**config.mk**
```make
export PLATFORM = sky130hd
export DESIGN_NAME = mix_columns_flat
export DESIGN_NICKNAME = d
export VERILOG_FILES = /design/src/rtl/mix_columns_pkg.sv /design/src/rtl/mix_columns_if.sv /design/src/rtl/mix_columns_mix_single_column.sv /design/src/rtl/mix_columns.sv /design/src/flat_wrapper.sv
export SDC_FILE = /design/constraint.sdc
export NUM_CORES = 1
export LEC_CHECK = 0
export CORE_MARGIN = 2
export CORE_UTILIZATION = 48
export DETAILED_ROUTE_END_ITERATION = 6
export PLACE_DENSITY = 0.82
export SYNTH_ARGS = -nofsm -noshare
export SYNTH_HDL_FRONTEND = slang
export SYNTH_SLANG_ARGS = --single-unit
```
**constraint.sdc**
```tcl
create_clock -name clk -period 1.68 [get_ports clk]
set_clock_uncertainty 0.2 [all_clocks]
set_input_delay 0.336 -clock clk [delete_from_list [all_inputs] [get_ports clk]]
set_output_delay 0.336 -clock clk [all_outputs]
set_load 0.01 [all_outputs]
```
**src/rtl/mix_columns_pkg.sv**
```systemverilog
// Shared AES package (aes_pkg): GF(2^8) helpers, reduction constant, byte/state types.
// Latency: none, the functions are pure combinational logic.
// Backpressure: not applicable; also reused by SubBytes and the key schedule.
package aes_pkg;

  // Low byte of the AES field modulus x^8+x^4+x^3+x+1 (0x11b).
  localparam logic [7:0] GF_RED = 8'h1b;

  typedef logic [7:0] byte_t;
  // Packed column: element 0 is the top row, held in the most significant byte.
  typedef byte_t [0:3] column_t;
  // Column-major state: element 4c+r is row r of column c; element 0 is the MSB.
  typedef byte_t [0:15] state_t;

  // Multiply by x (02) in GF(2^8).
  function automatic byte_t xtime(input byte_t b);
    return {b[6:0], 1'b0} ^ (b[7] ? GF_RED : 8'h00);
  endfunction

  // General GF(2^8) multiply by shift-and-add. With a constant operand,
  // synthesis folds this down to a fixed xor network.
  function automatic byte_t gf_mul(input byte_t a, input byte_t b);
    byte_t p;
    byte_t t;
    p = 8'h00;
    t = a;
    for (int i = 0; i < 8; i++) begin
      if (b[i]) p = p ^ t;
      t = xtime(t);
    end
    return p;
  endfunction

endpackage

```
**src/rtl/mix_columns_if.sv**
```systemverilog
// Request/result bus for the MixColumns stage: input state with its valid, and registered result with its valid.
// Latency: none, wiring only.
// Backpressure: none; the stage accepts one state per cycle without stalling.
interface mix_columns_if;
  logic           in_valid;
  logic [0:127]   ShiftRows_Matrix;
  logic           out_valid;
  logic [0:127]   MixColumns_Matrix;

  modport master (
    output in_valid,
    output ShiftRows_Matrix,
    input  out_valid,
    input  MixColumns_Matrix
  );

  modport slave (
    input  in_valid,
    input  ShiftRows_Matrix,
    output out_valid,
    output MixColumns_Matrix
  );
endinterface

```
**src/rtl/mix_columns_mix_single_column.sv**
```systemverilog
// One 4-byte column times the fixed (Inv)MixColumns matrix over GF(2^8).
// Latency: purely combinational.
// Backpressure: none; the output follows the input directly.
module mix_single_column #(
  parameter bit INVERSE = 1'b0
) (
  input  aes_pkg::column_t colIn,
  output aes_pkg::column_t colOut
);
  import aes_pkg::*;

  byte_t mul2 [4];
  byte_t mul4 [4];
  byte_t mul8 [4];
  byte_t mul3 [4];
  byte_t mul9 [4];
  byte_t mulB [4];
  byte_t mulD [4];
  byte_t mulE [4];

  // Build every needed multiple of each byte from one xtime chain.
  always_comb begin
    for (int i = 0; i < 4; i++) begin
      mul2[i] = xtime(colIn[i]);
      mul4[i] = xtime(mul2[i]);
      mul8[i] = xtime(mul4[i]);
      mul3[i] = mul2[i] ^ colIn[i];
      mul9[i] = mul8[i] ^ colIn[i];
      mulB[i] = mul8[i] ^ mul2[i] ^ colIn[i];
      mulD[i] = mul8[i] ^ mul4[i] ^ colIn[i];
      mulE[i] = mul8[i] ^ mul4[i] ^ mul2[i];
    end
  end

  // Apply the rotated matrix rows: 02 03 01 01 going forward, 0e 0b 0d 09 going inverse.
  always_comb begin
    colOut = '0;
    if (INVERSE) begin
      colOut[0] = mulE[0] ^ mulB[1] ^ mulD[2] ^ mul9[3];
      colOut[1] = mul9[0] ^ mulE[1] ^ mulB[2] ^ mulD[3];
      colOut[2] = mulD[0] ^ mul9[1] ^ mulE[2] ^ mulB[3];
      colOut[3] = mulB[0] ^ mulD[1] ^ mul9[2] ^ mulE[3];
    end else begin
      colOut[0] = mul2[0] ^ mul3[1] ^ colIn[2] ^ colIn[3];
      colOut[1] = colIn[0] ^ mul2[1] ^ mul3[2] ^ colIn[3];
      colOut[2] = colIn[0] ^ colIn[1] ^ mul2[2] ^ mul3[3];
      colOut[3] = mul3[0] ^ colIn[1] ^ colIn[2] ^ mul2[3];
    end
  end

endmodule

```
**src/rtl/mix_columns.sv**
```systemverilog
// AES (Inv)MixColumns round stage: four independent column mixers feeding one output register.
// Latency: 1 cycle from a valid input to a valid result; one state per cycle, no bubbles.
// Backpressure: none; when idle the result is held and out_valid is low.
module mix_columns #(
  parameter bit INVERSE = 1'b0
) (
  input  logic         clk,
  input  logic         rst,
  mix_columns_if.slave bus
);
  import aes_pkg::*;

  state_t       stateIn;
  column_t      colOut [4];
  logic [0:127] nextMatrix;

  assign stateIn = bus.ShiftRows_Matrix;

  for (genvar c = 0; c < 4; c++) begin : gCol
    mix_single_column #(
      .INVERSE (INVERSE)
    ) uCol (
      .colIn  (stateIn[4*c +: 4]),
      .colOut (colOut[c])
    );
  end

  // Reassemble the four mixed columns into the column-major output state.
  always_comb begin
    nextMatrix = '0;
    for (int c = 0; c < 4; c++) begin
      nextMatrix[32*c +: 32] = colOut[c];
    end
  end

  // Capture the result on valid input and hold it otherwise. Reset wins over capture.
  always_ff @(posedge clk) begin
    if (rst) begin
      bus.MixColumns_Matrix <= '0;
      bus.out_valid         <= 1'b0;
    end else begin
      bus.out_valid <= bus.in_valid;
      if (bus.in_valid) begin
        bus.MixColumns_Matrix <= nextMatrix;
      end
    end
  end

endmodule

```
**src/flat_wrapper.sv**
```systemverilog
// flat-port wrapper written by rule: the top's interface ports become plain ports
module mix_columns_flat import aes_pkg::*;
#(
  parameter bit INVERSE = 1'b0
)
  (clk, rst, bus_in_valid, bus_ShiftRows_Matrix, bus_out_valid, bus_MixColumns_Matrix);
  mix_columns_if bus_i ();
  input  logic clk;
  input  logic rst;
  input wire logic [$bits(bus_i.in_valid)-1:0] bus_in_valid;
  input wire logic [$bits(bus_i.ShiftRows_Matrix)-1:0] bus_ShiftRows_Matrix;
  output wire logic [$bits(bus_i.out_valid)-1:0] bus_out_valid;
  output wire logic [$bits(bus_i.MixColumns_Matrix)-1:0] bus_MixColumns_Matrix;
  assign bus_i.in_valid = bus_in_valid;
  assign bus_i.ShiftRows_Matrix = bus_ShiftRows_Matrix;
  assign bus_out_valid = bus_i.out_valid;
  assign bus_MixColumns_Matrix = bus_i.MixColumns_Matrix;
  mix_columns #(.INVERSE(INVERSE)) u_core (.clk(clk), .rst(rst), .bus(bus_i));
endmodule
```
# Word level (Yosys, flattened, before mapping)
# Cells that the tools add are included.
# W data, S select, Z words.
[word_totals] regBits=129 inputBits=131 out_inout_bits=129
[classes] mux=16 n_bitwise=80
[op_table] operator="$xor A8 B8 Y8" n=68
[op_table] operator="$xor A8 B5 Y8" n=12
[op_table] operator="$mux W5" n=16

# Longest topological paths before layout
[logic_depth] word_depth=6 mapped_depth=7 ltp_nobuf=4

# By module
# A second synthesis with hierarchy kept.
[hier_totals] hier_cells=751 hier_area_um2=9867.0
[by_module_without_submodules] module="mix_single_column" instances=4 cells_each=84 area_each_um2=1300.0 seq_area_each_um2=0.0
[by_module_without_submodules] module="mix_columns" instances=1 cells_each=415 area_each_um2=4667.0 seq_area_each_um2=2582.5

# Least setup slack after synthesis
# No wires, ideal clock.
[synth_timing] path_type="input -> register" startpoint="input rst" endpoint="register u_core.bus.MixColumns_Matrix[15]" setup_time_ns=0.134 arrival_time_ns=1.259 slack_ns=0.087 cell_stages=6 n_path_buf=4 cell_sequence="clkbuf_1 -> nand2b_1 -> buf_2 -> buf_2 -> clkbuf_1 -> o22ai_1"
[synth_rtl] element="start: declaration" line_no="flat_wrapper.sv:9" rtl="input logic rst;"
[synth_rtl] element="end signal: assignment" line_no="mix_columns.sv:44" rtl="bus.MixColumns_Matrix <= nextMatrix;"
[synth_rtl] element="end: declaration" line_no="mix_columns_if.sv:21" rtl="output MixColumns_Matrix"

# Final worst setup path
[layout_timing] startpoint="input bus_ShiftRows_Matrix[55]" endpoint="register u_core.bus.MixColumns_Matrix[64]"
[layout_between] elab_chain_len=4
[layout_lines] element="start: declaration" line_no="flat_wrapper.sv:11" rtl="input wire logic [$bits(bus_i.ShiftRows_Matrix)-1:0] bus_ShiftRows_Matrix;"
[layout_lines] element="$xor A8 B8 Y8" line_no="mix_columns_mix_single_column.sv:27" rtl="mul3[i] = mul2[i] ^ colIn[i];"
[layout_lines] element="$xor A8 B8 Y8 (3 in a row)" line_no="mix_columns_mix_single_column.sv:44" rtl="colOut[0] = mul2[0] ^ mul3[1] ^ colIn[2] ^ colIn[3];"
# No other way between the ends.
# A chain may end at the register's enable or synchronous reset.

==> impl_metrics.json <==
{
  "status": "finished, final reports clean",
  "fmax_ghz": 0.600,
  "max_stage_delay_ns": 0.51,
  "die_area_um2": 18300,
  "design_area_um2": 12900,
  "crit_family": "buffers and inverters",
  "cp-end-kind": "flip-flop",
  "fin_crit_ns": 1.67,
  "ys_seq_area_frac": 0.313,
  "wl_per_cell_um": 17.1,
  "area_growth_syn_to_layout_pct": 56.3,
  "io_pins": 260,
  "synth_edf_count": 0,
  "powerDensity_nw_per_um2": 920,
  "final_max_slew_viol_count": 0,
  "grt_pass1_wl_um": 40200,
  "required_ns": 1.78,
  "netlist_top_cells_area": "xnor2_1, dfxtp_1, xor2_1",
  "arrival_ns": 1.77,
  "worstMarginPinSlew_ns": 0.458,
  "layout-drive-gt1-share": 0.181,
  "synth_nets": 1014,
  "numPortBuffers": 259,
  "ys.flop_type": "dfxtp_1",
  "yosys.area.top_type": "xnor2_1",
  "clk_latency_ns": 0.42,
  "cts_buffers": 17,
  "ant_nets": 0,
  "first_global_vias": 7821,
  "holdBufCountCts": 0,
  "hold_class": "input port to flip-flop",
  "cp_slowest_cell": "clkdlybuf4s50_1",
  "core_um2": 16700,
  "fin_crit_sh": 0.993,
  "dr.pass1.iters": 5,
  "grt_remaining_overflow": 0,
  "drc": 0,
  "placed_area_um2": 12300,
  "peakVddDrop_uv": 785,
  "fillers": 1140,
  "crit_chain": "clkdlybuf4s50_1 -> buf_4 -> xor2_2 -> xnor2_1 -> xnor2_1 -> o22ai_1",
  "die_w_um": 135,
  "drv_cap": 0,
  "synth.avg_cell_area_um2": 9.35,
  "nets": 1419,
  "cts-htree-levels": 4,
  "antennaDiodeCount": 0,
  "grt_usage": 0.282,
  "post_drt_via_cell_ratio": 4.96,
  "relSlewSlack": 0.693,
  "num_vias": 7547,
  "critPathBufInv": 2,
  "fin_ws_ns": 0.0125,
  "crit_top_cell": "xnor2_1",
  "grt_max_degree": 57,
  "cts_buffer_depth": 2,
  "yosys_warnings": 0,
  "cts_tree": "done",
  "synthCells": 883,
  "place_congestion": 0.868,
  "cts.sinks": 129,
  "power.leakage_nw": 5.39,
  "ys_ff_latch": 129,
  "dp_hpwl_um": 19100,
  "synth.most_common_cell": "xnor2_1",
  "cts-root-buf": "clkbuf_16",
  "cp-start-kind": "input port",
  "row_count": 47,
  "start_util": 0.495,
  "setup_violations": 0,
  "drt_iter0_drc": 385,
  "dpl_worst_slack_ns": -0.448,
  "antenna_found_initial": 1,
  "routed_wl_um": 26000,
  "synth_common_cells": "xnor2_1, dfxtp_1, nand2b_1, o22ai_1, xor2_1",
  "fp.dieH_um": 135,
  "async_flop_share": 0,
  "path_clk_slew_ns": 0.05,
  "rsz0062_at_grt": "true",
  "synth_top_area_frac": 0.355,
  "yosysUniqueCellTypes": 19,
  "hold_violations": 0,
  "path_class": "input port to flip-flop",
  "netlist_area_um2": 8260,
  "critPathMaxFanout": 4
}
==> path summary, 6_finish.rpt <==
check / slack (ns) / to / from / depth (start not counted)
worst max-delay path: 0.01 / u_core.bus.MixColumns_Matrix[64]$_SDFFE_PP0P_ / bus_ShiftRows_Matrix[55] / 6
worst min register to register: 0.25 / u_core.bus.MixColumns_Matrix[44]$_SDFFE_PP0P_ / u_core.bus.MixColumns_Matrix[44]$_SDFFE_PP0P_ / 2
worst max register to register: 0.71 / u_core.bus.MixColumns_Matrix[126]$_SDFFE_PP0P_ / u_core.bus.MixColumns_Matrix[126]$_SDFFE_PP0P_ / 2
worst min-delay path: 0.23 / u_core.bus.MixColumns_Matrix[76]$_SDFFE_PP0P_ / rst / 5
==> worst reg2reg max path, cell delays in order, from the launching register on <==
cell and delay [ns]:
dfxtp_1 0.34, nor3b_1 0.27, a21o_1 0.11
==> layer usage <==
metal / global-route usage / wire (um) / vias up
li1: - / - / 3675
met1: 0.337 / 10800 / 3575
met2: 0.496 / 13000 / 247
met3: 0.0655 / 1500 / 48
met4: 0.100 / 616 / 2
met5: 0 / 11 / -
==> area by class of cell <==
| cell class | instances | area, um2 | share of cell area |
|---|---|---|---|
| multi-input cells | 698 | 5610 | 0.434 |
| repair buffers | 441 | 3880 | 0.301 |
| flip-flops and latches | 129 | 2580 | 0.200 |
| clock buffers | 26 | 479 | 0.0371 |
| well taps | 220 | 275 | 0.0213 |
| clock inverters | 6 | 80.1 | 0.00620 |
| inverters | 1 | 3.75 | 0.000291 |
==> cells in the final DEF (no fill, tap or decap), types with 2 or more instances in the layout <==
master and instances:
a21o_1 2, a22o_1 2, buf_12 5, buf_4 178, bufinv_16 2, clkbuf_1 7
clkbuf_16 17, clkbuf_8 2, clkdlybuf4s15_1 2, clkdlybuf4s50_1 115, clkinv_2 4, dfxtp_1 129
dlygate4sd2_1 128, dlymetal6s2s_1 12, nand2_1 30, nand2b_1 100, nor2_1 3, nor3b_1 2
o21ai_0 23, o221ai_1 3, o22ai_1 97, xnor2_1 324, xnor2_2 11, xnor2_4 3
xnor3_1 2, xor2_1 84, xor2_2 8
==> flip-flops by register name (all words and copies together) (netlist names) <==
register                      cells
u_core.bus.out_valid              1
u_core.bus.MixColumns_Matrix    128
==> per-stage QoR <==
stage	TNS, ns	std cells	hold slack [ns]	total power [mW]	util
6_report	0	1521	0.234	11.9	0.773
5_1_grt	-0.171	1521	0.245	12.4	0.773
4_1_cts	-0.0157	1519	0.217	11.9	0.763
3_5_place_dp	-41.18	1487	0.249	8.49	0.737
3_3_place_gp	-37.62	1487	0.236	8.40	0.737
2_1_floorplan	0	883	0.283	6.32	-
==> cells by family after synthesis <==
kind of cell | count (synthesis) | synth area share
AO/OA/AOI/OAI | 128 | 0.0956
buffers and inverters | 56 | 0.0283
flip-flops | 129 | 0.313
AND/OR/NAND/NOR | 137 | 0.0938
XOR/XNOR | 433 | 0.470
==> power by group <==
| part | switching [mW] | internal (mW) | leakage [nW] |
|---|---|---|---|
| combinational | 2.11 | 2.43 | 4.05 |
| clock | 1.36 | 2.25 | 0.276 |
| sequential | 0.232 | 3.49 | 1.06 |
| total | 3.71 | 8.17 | 5.39 |
==> what timing repair did <==
item / CTS / global route
gates resized for setup: 134 / 30
buffers inserted: 0 / 2
pin swaps: 0 / 4
endpoints found under the setup margin: 133 / 43
cloned: 0 / 0
Power figures use the tool's default switching activity.
